<file path="src/rtl/pwm_capture.sv">
// PWM receiver: measures period and high time in CLK cycles, strobes VALID per
// completed period, and flags a stuck input (no rising edge within TIMEOUT).
//
// state   | meaning
// IDLE    | not armed; waiting for a first rise (after reset or after a timeout)
// MEASURE | armed; each rise publishes the period that just ended
module pwm_capture #(
  parameter int CNT_W   = 16,
  parameter int TIMEOUT = 10000
) (
  input  logic             CLK,
  input  logic             RST,
  input  logic             PWM_IN,
  output logic [CNT_W-1:0] PERIOD,
  output logic [CNT_W-1:0] HIGH,
  output logic             VALID,
  output logic             STUCK,
  output logic             LEVEL
);

  typedef enum logic {IDLE = 1'b0, MEASURE = 1'b1} state_t;

  localparam logic [CNT_W-1:0] TO = CNT_W'(TIMEOUT);

  state_t           r_state;
  state_t           w_state_nxt;
  logic             r_s1, r_s2, r_s3;
  logic [1:0]       r_mask_cnt;
  logic [CNT_W-1:0] r_cnt;
  logic [CNT_W-1:0] r_hcnt;
  logic             w_mask_done;
  logic             w_rise;
  logic             w_at_to;
  logic             w_publish;
  logic             w_arm;
  logic             w_timeout;

  // Masking the first 3 cycles hides the s2/s3 transition of a pin held high through reset.
  assign w_mask_done = (r_mask_cnt == 2'd3);
  assign w_rise      = r_s2 & ~r_s3 & w_mask_done;
  assign w_at_to     = (r_cnt == TO);

  always_ff @(posedge CLK or negedge RST) begin
    if (!RST) begin
      r_s1       <= 1'b0;
      r_s2       <= 1'b0;
      r_s3       <= 1'b0;
      r_mask_cnt <= 2'd0;
    end else begin
      r_s1 <= PWM_IN;
      r_s2 <= r_s1;
      r_s3 <= r_s2;
      if (!w_mask_done) r_mask_cnt <= r_mask_cnt + 2'd1;
    end
  end

  always_ff @(posedge CLK or negedge RST) begin
    if (!RST) begin
      r_cnt  <= '0;
      r_hcnt <= '0;
    end else if (w_rise) begin
      r_cnt  <= {{(CNT_W-1){1'b0}}, 1'b1};
      r_hcnt <= {{(CNT_W-1){1'b0}}, 1'b1};
    end else if (!w_at_to) begin
      r_cnt  <= r_cnt + {{(CNT_W-1){1'b0}}, 1'b1};
      r_hcnt <= r_hcnt + {{(CNT_W-1){1'b0}}, r_s2};
    end
  end

  always_ff @(posedge CLK or negedge RST) begin
    if (!RST) r_state <= IDLE;
    else      r_state <= w_state_nxt;
  end

  always_comb begin
    w_state_nxt = r_state;
    case (r_state)
      IDLE:    if (w_rise) w_state_nxt = MEASURE;
      MEASURE: if (w_at_to && !w_rise) w_state_nxt = IDLE;
      default: w_state_nxt = IDLE;
    endcase
  end

  // A rise on the timeout cycle wins over the timeout.
  always_comb begin
    w_publish = 1'b0;
    w_arm     = 1'b0;
    w_timeout = w_at_to && !w_rise;
    case (r_state)
      IDLE:    w_arm     = w_rise;
      MEASURE: w_publish = w_rise;
      default: ;
    endcase
  end

  always_ff @(posedge CLK or negedge RST) begin
    if (!RST) begin
      PERIOD <= '0;
      HIGH   <= '0;
      VALID  <= 1'b0;
      STUCK  <= 1'b0;
      LEVEL  <= 1'b0;
    end else begin
      VALID <= w_publish;
      if (w_publish) begin
        PERIOD <= r_cnt;
        HIGH   <= r_hcnt;
      end
      if (w_arm) begin
        STUCK <= 1'b0;
      end else if (w_timeout) begin
        STUCK <= 1'b1;
        LEVEL <= r_s2;
      end
    end
  end

endmodule

</file>
<file path="config.mk">
export PLATFORM = sky130hd
export DESIGN_NAME = pwm_capture
export DESIGN_NICKNAME = d
export VERILOG_FILES = /design/src/rtl/pwm_capture.sv
export SDC_FILE = /design/constraint.sdc
export NUM_CORES = 1
export LEC_CHECK = 0
export CAP_MARGIN = 20
export CORE_ASPECT_RATIO = 0.8
export CORE_UTILIZATION = 24
export DETAILED_ROUTE_END_ITERATION = 16
export PLACE_DENSITY = 0.43
export SLEW_MARGIN = 30
export SYNTH_ARGS = -nofsm -noshare
export SYNTH_HDL_FRONTEND = slang
export SYNTH_SLANG_ARGS = --single-unit
</file>
<file path="constraint.sdc">
create_clock -name CLK -period 2.7 [get_ports CLK]
set_input_delay 0.54 -clock CLK [delete_from_list [all_inputs] [get_ports CLK]]
set_output_delay 0.54 -clock CLK [all_outputs]
set_load 0.05 [all_outputs]
</file>
==> reports/metrics.csv <==
metric,value,unit
top cell type's share of synthesized area,0.557,
Leakage,1.86,nW
hpwl dp,4730,µm
DRC errors left,0,
total CTS buffers,9,
DR iter-0 viols,127,
worst rel slew slack,0.546,
CTS Hold Bufs,0,
reg2reg start,r_cnt[0]$_DFFE_PN0P_,
slew at the pin closest to its max-slew limit,0.675,ns
pre-CTS setup slack,0.433,ns
vias post-DR,2280,
Die X,133,µm
clock latency on the worst-skew pair,0.33,ns
crit start category,flip-flop,
post-synthesis sequential area ratio,0.557,
filler cell count,1320,
clk_skew,0.00576,ns
H-tree depth,3,
nets,332,
Power Density,719,nW/µm²
CTS tree,built,
"Req. time, crit path",2.91,ns
# diodes,0,
FF+latch area,1830,µm²
Max-Cap Viols,0,
final setup fails,0,
leading area contributor after synthesis,dfrtp_1,
IO Pins,38,
GRT Total Usage,0.107,
RSZ-0062 raised after global routing,false,
Die Area,14100,µm²
clk buf depth,2,
dominant synthesized flop cell,dfrtp_1,
Via density,4.52,
Cells after Synth,282,
Tcrit/Tclk final,0.847,
R2R Setup Slk,0.41,ns
reg-to-reg endpoint,r_hcnt[5]$_DFFE_PN0P_,
synthesis-to-layout area growth,27.3,%
yosys warns,0,
overall power,0.00300,W
CTS root buffer,clkbuf_16,
Sw Ratio,0.277,
Port Buffer Count,37,
Worst setup endpoint,r_hcnt[5]$_DFFE_PN0P_,
setup TNS,0,ns
GRT overflow,0,
library cells used by synthesis,42,
Post-synth EDFFs,0,
DR pass1 iterations,4,
Setup CP Type,flip-flop to flip-flop,
Reg2Reg Depth,7,
largest net degree at the start of global routing,43,
hold_ws,0.151,ns
post-route ant nets,0,
Clock power frac,0.415,
total wire length,6870,µm
# rows,37,
post-synthesis net count,290,
number of synthesized register bits,73,
Slew Limit Fails,0,
Critical Path AT,2.49,ns
Die Height,107,µm
crit path capture type,flip-flop,
"Reg clk slew, reported paths",0.06,ns
CP Cell Sequence,inv_1 -> ha_1 -> or4bb_1 -> nor4_4 -> buf_4 -> nor4_1 -> o21bai_1,
layout cell share with drive strength beyond 1,0.179,
maximum clock frequency,0.438,GHz
Async SR Flop Fraction,1.00,
Mapped Avg Cell Area,11.6,µm²
vias in the first global route,2259,
part of the power in combinational logic,0.161,
Worst VDD drop,0.000506,V
Clock Sink Count,73,
cell area after synthesis,3280,µm²
HP Class,input pin to asynchronous set/reset pin,
Worst Setup SP,r_cnt[0]$_DFFE_PN0P_,
maximum fanout along the worst path,15,
CP max stage delay,0.57,ns
Core Area,13100,µm²
GPL Wtd Cong,0.717,
Power Internal,0.00217,W
Initial Utilization,0.250,
Synth area leaders,"dfrtp_1, mux2_2, nand2_1, or4_1, o211ai_1",
final-report hold violation count,0,
Reg power frac,0.425,
Layout Utilization,0.319,
post_cts resized,0,
area of the multi-input gates,1360,µm²
first-pass GRT wire length,11800,µm
minimum clock period,2.29,ns
DR WL/cell,13.6,µm
initial antenna violation count,0,
status,"finished, final reports clean",
Switching Power,0.000830,W
post-route setup slack,0.414,ns
Slowest cell on crit path,nor4_4,
Post CTS Setup Buffer Count,0,
[power by group through the flow]
stage	Sequential, W	Clock [W]	Combinational, W
after CTS	0.00127	0.00129	0.000489
after detailed placement	0.00129	0	0.000487
after global routing	0.00129	0.00133	0.000524
after global placement	0.00129	0	0.000486
after floorplan	0.00141	0	0.000183
final	0.00127	0.00124	0.000482
[per-stage QoR]
step	cells	instance area, µm²
6_report	504	4180
5_1_grt	504	4180
4_1_cts	504	4180
3_5_place_dp	488	3860
3_3_place_gp	488	3860
2_1_floorplan	282	3280
[sequential cells by signal, indices dropped and copies added, names as in the netlist, 2 cells and up]
| signal | flops |
|---|---|
| r_mask_cnt | 2 |
| r_hcnt | 16 |
| PERIOD | 16 |
| r_cnt | 16 |
| HIGH | 16 |
[layout make-up]
cell class	instances	area share
clock inverter	6	0.0198
sequential	73	0.438
tap	175	0.0524
timing repair buffer	45	0.105
clock buffer	10	0.0548
inverter	6	0.00539
multi-input combinational	189	0.325
[worst min path at each step]
stage | start | endpoint | slack [ns] | cells past startpoint
after floorplan | RST | HIGH[0]$_DFFE_PN0P_ | 0.24 | 0
after global placement | r_s1$_DFF_PN0_ | r_s2$_DFF_PN0_ | 0.33 | 0
after detailed placement | r_s1$_DFF_PN0_ | r_s2$_DFF_PN0_ | 0.34 | 0
after CTS | RST | HIGH[3]$_DFFE_PN0P_ | 0.16 | 1
after global routing | RST | HIGH[3]$_DFFE_PN0P_ | 0.18 | 1
final | RST | HIGH[3]$_DFFE_PN0P_ | 0.15 | 1
[cells in the final DEF (no fill, tap or decap), drive strengths merged, types with 6 or more instances in the layout]
cell and count:
inv 6, a21oi 7, nor2 8, nand3 10
clkbuf 10, clkdlybuf4s50 36, nand4 8, dfrtp 73
mux2 30, o211ai 12, and3 7, nand2 36
buf 9, or4 15, o21ai 8
[cells in the mapped netlist, types with 4 or more instances]
cell,n
nand4_1,8
nand2_1,35
o211ai_1,12
inv_1,6
o21ai_0,8
ha_1,5
a21oi_1,7
clkbuf_1,9
mux2_2,29
and3_1,7
dfrtp_1,73
xnor2_1,5
or3_1,4
or4_1,14
nand3_1,10
xor2_1,5
nor2_1,8
[logic make-up (layout without fill, tap and decap cells)]
family / Yosys count / after routing / share of synthesized area
AO/OA/AOI/OAI: 36 / 36 / 0.0721
XOR/XNOR: 10 / 10 / 0.0267
adder cells (fa/ha/maj): 5 / 5 / 0.0191
buffers and inverters: 20 / 67 / 0.0301
flip-flops: 73 / 73 / 0.557
multiplexers: 32 / 32 / 0.110
AND/OR/NAND/NOR: 106 / 106 / 0.185
[metal layers]
metal,vias up,track usage,wire length [µm]
met5,-,0,0
met4,0,0.0394,78
met3,6,0.0312,229
met2,34,0.152,2890
met1,1124,0.153,3670
li1,1116,-,-
[worst max-delay path, delay by kind of cell, from the launching register on]
family	cells	cell delay [ns]
compound gates	1	0.16
fa+ha+maj	1	0.14
buf+inv	2	0.41
flops	1	0.39
simple gates	3	1.08
(Power assumes the default switching activity.)
